## config.mk

```make
export PLATFORM = sky130hd
export DESIGN_NAME = core_fetch_ctrl
export DESIGN_NICKNAME = d
export VERILOG_FILES = /design/src/rtl/core_pkg.sv /design/src/rtl/core_fetch_slot.sv /design/src/rtl/core_fetch_ctrl.sv
export SDC_FILE = /design/constraint.sdc
export NUM_CORES = 1
export LEC_CHECK = 0
export ABC_CLOCK_PERIOD_IN_PS = 2290
export BUFFER_PORTS_ARGS = -buffer_cell sky130_fd_sc_hd__buf_2
export CAP_MARGIN = 15
export CORE_MARGIN = 5
export CORE_UTILIZATION = 45
export DETAILED_ROUTE_END_ITERATION = 8
export PLACE_DENSITY = 0.78
export SYNTH_ARGS = -nofsm -noshare
export SYNTH_HDL_FRONTEND = slang
export SYNTH_SLANG_ARGS = --single-unit
```

## constraint.sdc

```tcl
create_clock -name clk -period 2.29 [get_ports clk]
set_input_delay 0.229 -clock clk [delete_from_list [all_inputs] [get_ports clk]]
set_output_delay 0.229 -clock clk [all_outputs]
set_load 0.02 [all_outputs]
```

## src/rtl/core_pkg.sv

```systemverilog
// rtl/core_pkg.sv - shared fetch-path types and constants
package core_pkg;

  localparam logic [1:0] PC_SRC_SEQ = 2'b00;
  localparam logic [1:0] PC_SRC_BR  = 2'b01;
  localparam logic [1:0] PC_SRC_J   = 2'b10;

  localparam logic [31:0] NOP_INST = 32'h0000_0000;

  typedef enum logic [1:0] {
    FETCH_IDLE  = 2'd0,
    FETCH_REQ   = 2'd1,
    FETCH_FLUSH = 2'd2
  } fetch_state_e;

endpackage

```

## src/rtl/core_fetch_slot.sv

```systemverilog
// rtl/core_fetch_slot.sv - single-entry fetched-instruction buffer for decode
module core_fetch_slot #(
  parameter logic [31:0] EMPTY_INST = core_pkg::NOP_INST
) (
  input  logic        clk,
  input  logic        rst,
  input  logic        load,
  input  logic [31:0] data,
  input  logic        flush,
  input  logic        consume,
  output logic        valid,
  output logic [31:0] inst
);

  // flush beats load so redirect-time data never reaches decode
  always_ff @(posedge clk) begin
    if (rst || flush) begin
      valid <= 1'b0;
      inst  <= EMPTY_INST;
    end else if (load) begin
      valid <= 1'b1;
      inst  <= data;
    end else if (consume) begin
      valid <= 1'b0;
      inst  <= EMPTY_INST;
    end
  end

endmodule

```

## src/rtl/core_fetch_ctrl.sv

```systemverilog
// rtl/core_fetch_ctrl.sv - fetch sequencer: imem handshake, PC advance/redirect, decode slot
module core_fetch_ctrl #(
  parameter int          BOOT_DELAY = 2,
  parameter logic [31:0] NOP_INST   = core_pkg::NOP_INST
) (
  input  logic        clk,
  input  logic        rst,
  input  logic        br_taken,
  input  logic [31:0] br_target,
  input  logic        jump,
  input  logic [31:0] j_target,
  input  logic        id_stall,
  output logic        imem_req,
  input  logic        imem_ack,
  input  logic [31:0] imem_rdata,
  output logic        pc_go,
  output logic [1:0]  pc_src,
  output logic [31:0] redir_addr,
  output logic        stall,
  output logic        if_valid,
  output logic [31:0] if_inst
);
  import core_pkg::*;

  localparam logic [3:0] BOOT_LAST = 4'(BOOT_DELAY - 1);

  fetch_state_e state;
  logic [3:0]   boot_cnt;
  logic [1:0]   pend_src;
  logic [31:0]  pend_addr;

  logic         consume, slot_free, redir, load, flush_slot;
  logic [1:0]   live_src;
  logic [31:0]  live_addr;

  assign consume   = if_valid & ~id_stall;
  assign slot_free = ~if_valid | consume;
  assign redir     = br_taken | jump;
  assign live_src  = br_taken ? PC_SRC_BR : PC_SRC_J;
  assign live_addr = br_taken ? br_target : j_target;

  // pend_addr doubles as the held redirect address outside redirect cycles
  always_comb begin
    imem_req   = 1'b0;
    pc_go      = 1'b0;
    pc_src     = PC_SRC_SEQ;
    stall      = 1'b1;
    redir_addr = pend_addr;
    case (state)
      FETCH_REQ: begin
        imem_req = slot_free;
        stall    = if_valid & id_stall;
        if (redir) begin
          redir_addr = live_addr;
          if (!slot_free || imem_ack) begin
            pc_go  = 1'b1;
            pc_src = live_src;
          end
        end else if (slot_free && imem_ack) begin
          pc_go = 1'b1;
        end
      end
      FETCH_FLUSH: begin
        imem_req = 1'b1;
        if (redir) redir_addr = live_addr;
        if (imem_ack) begin
          pc_go  = 1'b1;
          pc_src = redir ? live_src : pend_src;
        end
      end
      default: ;
    endcase
  end

  assign load       = (state == FETCH_REQ) & slot_free & imem_ack & ~redir;
  assign flush_slot = (state == FETCH_REQ) & redir;

  always_ff @(posedge clk) begin
    if (rst) begin
      state     <= FETCH_IDLE;
      boot_cnt  <= 4'd0;
      pend_src  <= PC_SRC_SEQ;
      pend_addr <= 32'd0;
    end else begin
      case (state)
        FETCH_IDLE: begin
          if (boot_cnt == BOOT_LAST) begin
            state    <= FETCH_REQ;
            boot_cnt <= 4'd0;
          end else begin
            boot_cnt <= boot_cnt + 4'd1;
          end
        end
        FETCH_REQ: begin
          if (redir) begin
            pend_src  <= live_src;
            pend_addr <= live_addr;
            // an issued request cannot be withdrawn; wait for its ack
            if (slot_free && !imem_ack) state <= FETCH_FLUSH;
          end
        end
        FETCH_FLUSH: begin
          if (redir) begin
            pend_src  <= live_src;
            pend_addr <= live_addr;
          end
          if (imem_ack) state <= FETCH_REQ;
        end
        default: state <= FETCH_IDLE;
      endcase
    end
  end

  core_fetch_slot #(.EMPTY_INST(NOP_INST)) u_slot (
    .clk     (clk),
    .rst     (rst),
    .load    (load),
    .data    (imem_rdata),
    .flush   (flush_slot),
    .consume (consume),
    .valid   (if_valid),
    .inst    (if_inst)
  );

endmodule

```

==> impl_results.md <==
- MaxCap Viol Count: 0
- Yosys cell types: 42
- Highest clock rate: 473 MHz
- Die X: 96.4 µm
- Deepest clock path buffer count: 2
- CP max-delay cell: dfxtp_1
- Total Routing Usage GR: 0.201
- Hold WC Path Type: in2reg
- Buf+Inv Stages, Crit Path: 3
- Crit. End Element: output pin
- Area contributors post-synth: dfxtp_1 (44%), a22o_1 (17%), a32oi_1 (7.8%), nor2b_1 (6.7%), a22oi_1 (3.8%)
- Initial DRC Count: 187
- Most used flip-flop cell after synthesis: dfxtp_1
- CTS sink cnt: 73
- H-tree Lvls: 3
- Placed instance area: 0.00425 mm²
- Post-CTS Setup Inserts: 0
- Post-synth EDFFs: 0
- Required @ worst endpoint: 2.06 ns
- First-pass GRT wire length: 14800 µm
- Hold Buf Count CTS: 0
- Area of the multi-input gates: 0.00172 mm²
- Rows: 31
- Register area: 0.00146 mm²
- Status: complete, no violations
- Peak supply drop: 0.000570 V
- Fin Setup TNS: 0 ns
- Post-synthesis cell area: 0.00336 mm²
- Drt wl/cell: 15.5 µm
- Synth top area share: 0.435
- Hpwl dp: 6820 µm
- Die height: 96.4 µm
- Slew Limit Fails: 0
- Leakage power: 0.00206 µW
- IO Port Bufs: 171
- Design area: 0.00447 mm²
- I/O pin cnt: 172
- Grt ovf: 0
- Core area: 0.00725 mm²
- Hold Fails Final Rpt: 0
- Final Util: 0.616
- Syn Area/Cell: 9.62 µm²
- Async S/R FF share, synth: 0
- Net count after synthesis: 455
- Number of synthesized register bits: 73
- Setup violations, final: 0
- Syn Inst Count: 349
- RSZ-0062 raised after global routing: false
- Die Area: 0.00929 mm²
- DR vias: 3351
- WS Path Type: reg2out
- TritonRoute pass-1 iters: 6
- Nets: 612
- Yosys synthesis warning count: 0
- Actual slew at the worst max-slew pin: 0.811 ns
- Worst-path cell chain: inv_1 -> ha_1 -> buf_6 -> nor3b_1 -> buf_2
- Critical path data arrival time: 1.88 ns
- Layout Skew: 0.00302 ns
- Crit start category: flop
- Filler Cell Count: 660
- Power density over the cells: 1010 mW/mm²
- Total power: 4520 µW
- Clock Latency Late Sink: 0.33 ns
- Routability cong.: 0.755
- Root Buffer Master: clkbuf_8
- Initial core utilization: 0.463
- Minimum clock period: 2.11 ns
- Initial antenna violation count: 0
- DRC viols: 0
- Seq/Total Area, Yosys: 0.435
- TritonCTS clock tree: done
- CTS Buf Count: 9
- Largest net degree at the start of global routing: 42
- Clock slew at reported path FFs: 0.07 ns
- Cell taking the most area after synthesis: dfxtp_1
- N_diodes: 0
- Share of cells above drive strength 1: 0.403
- Period utilization: 0.923
- Vias per inst: 5.49
- Crit Path Max Fanout: 40
- Area growth, synth to finish: 33.0%
- Max incr delay on CP: 0.39 ns
- Fin Hold WS: 0.137 ns
- Antenna Violating Nets Remaining: 0
- Vias in the first global route: 3245
- Final wirelength: 9480 µm
- Slew headroom: 0.459
- Crit-path leading delay family: buffers and inverters
-- Yosys cell counts, drive strengths merged, types with 2 or more instances --
cell    instances
a21boi          2
a21o            2
a21oi          22
a22o           64
a22oi          17
a32oi          30
buf            15
clkbuf         20
dfxtp          73
ha              4
inv             4
nand2           9
nor2           27
nor2b          36
nor3b           2
o21ai           3
xor2            2
-- repair_timing --
item | 4_1_cts | 5_1_grt
endpoints found under the hold margin | 0 | 0
resized for setup | 0 | 2
setup endpoints to repair | 0 | 1
-- cell usage in the layout, fill, tap and decap left out, types with 2 or more instances in the layout --
master	n
buf_2	171
dfxtp_1	73
a22o_1	64
nor2b_1	35
a32oi_1	30
nor2_1	25
a21oi_1	21
a22oi_1	17
nand2_1	9
clkbuf_8	9
buf_4	8
clkinv_2	5
inv_1	4
ha_1	4
o21ai_0	2
a21boi_0	2
nor3b_1	2
a21o_1	2
xor2_1	2
bufinv_16	2
buf_6	2
-- final cells by class --
type / instances / area share
flip-flops and latches: 73 / 0.327
repair buffers: 181 / 0.210
well taps: 99 / 0.0277
inverters: 4 / 0.00336
clock buffers: 9 / 0.0277
clock inverters: 7 / 0.0191
multi-input cells: 237 / 0.385
-- sequential cells by signal (all words and copies together) (netlist names) --
| register | flops |
|---|---|
| pend_addr | 32 |
| u_slot.inst | 32 |
| boot_cnt | 4 |
| pend_src | 2 |
| state | 2 |
| u_slot.valid | 1 |
-- worst min-delay path, delay by kind of cell --
family          cells  cell delay (ns)
buf+inv             1             0.07
simple gates        1             0.07
compound gates      1             0.06
-- layer usage --
| metal | vias up | global-route usage | share of wire |
|---|---|---|---|
| met5 | - | 0 | 0 |
| met4 | 0 | 0.0783 | 0.013 |
| met3 | 12 | 0.0558 | 0.078 |
| met2 | 124 | 0.331 | 0.49 |
| met1 | 1572 | 0.250 | 0.42 |
| li1 | 1643 | - | - |
-- through the flow --
step	cells	setup slack, ns
after floorplan	349	0.415
after global placement	594	0.545
after detailed placement	594	0.472
after CTS	610	0.0974
after global routing	610	0.0459
final	610	0.177
-- report_power, final --
group | total, µW | internal [µW] | switching (µW)
Sequential | 1580 | 1490 | 93.1
Combinational | 1880 | 757 | 1120
Clock | 1070 | 604 | 465
Total | 4520 | 2850 | 1680
-- final timing paths --
| kind | startpoint | end | cells after the start | slack (ns) |
|---|---|---|---|---|
| setup / recovery | state[0] | pc_src[1] | 5 | 0.18 |
| hold / removal | imem_rdata[18] | u_slot.inst[18] | 3 | 0.14 |
| setup reg to reg | state[1] | u_slot.inst[3] | 6 | 0.43 |
| hold reg to reg | u_slot.inst[18] | u_slot.inst[18] | 2 | 0.50 |
-- cells by family (layout without fill, tap and decap cells) --
| logic type | Yosys count | after routing | share of synthesized area |
|---|---|---|---|
| muxes | 2 | 2 | 0.00634 |
| AOI/OAI and AO/OA | 145 | 145 | 0.346 |
| buffers and inverters | 39 | 201 | 0.0555 |
| and+or+nand+nor | 83 | 83 | 0.135 |
| xor gates and xnor gates | 3 | 3 | 0.00783 |
| DFF | 73 | 73 | 0.435 |
| adders and majority gates | 4 | 4 | 0.0149 |
(Power assumes the default switching activity.)
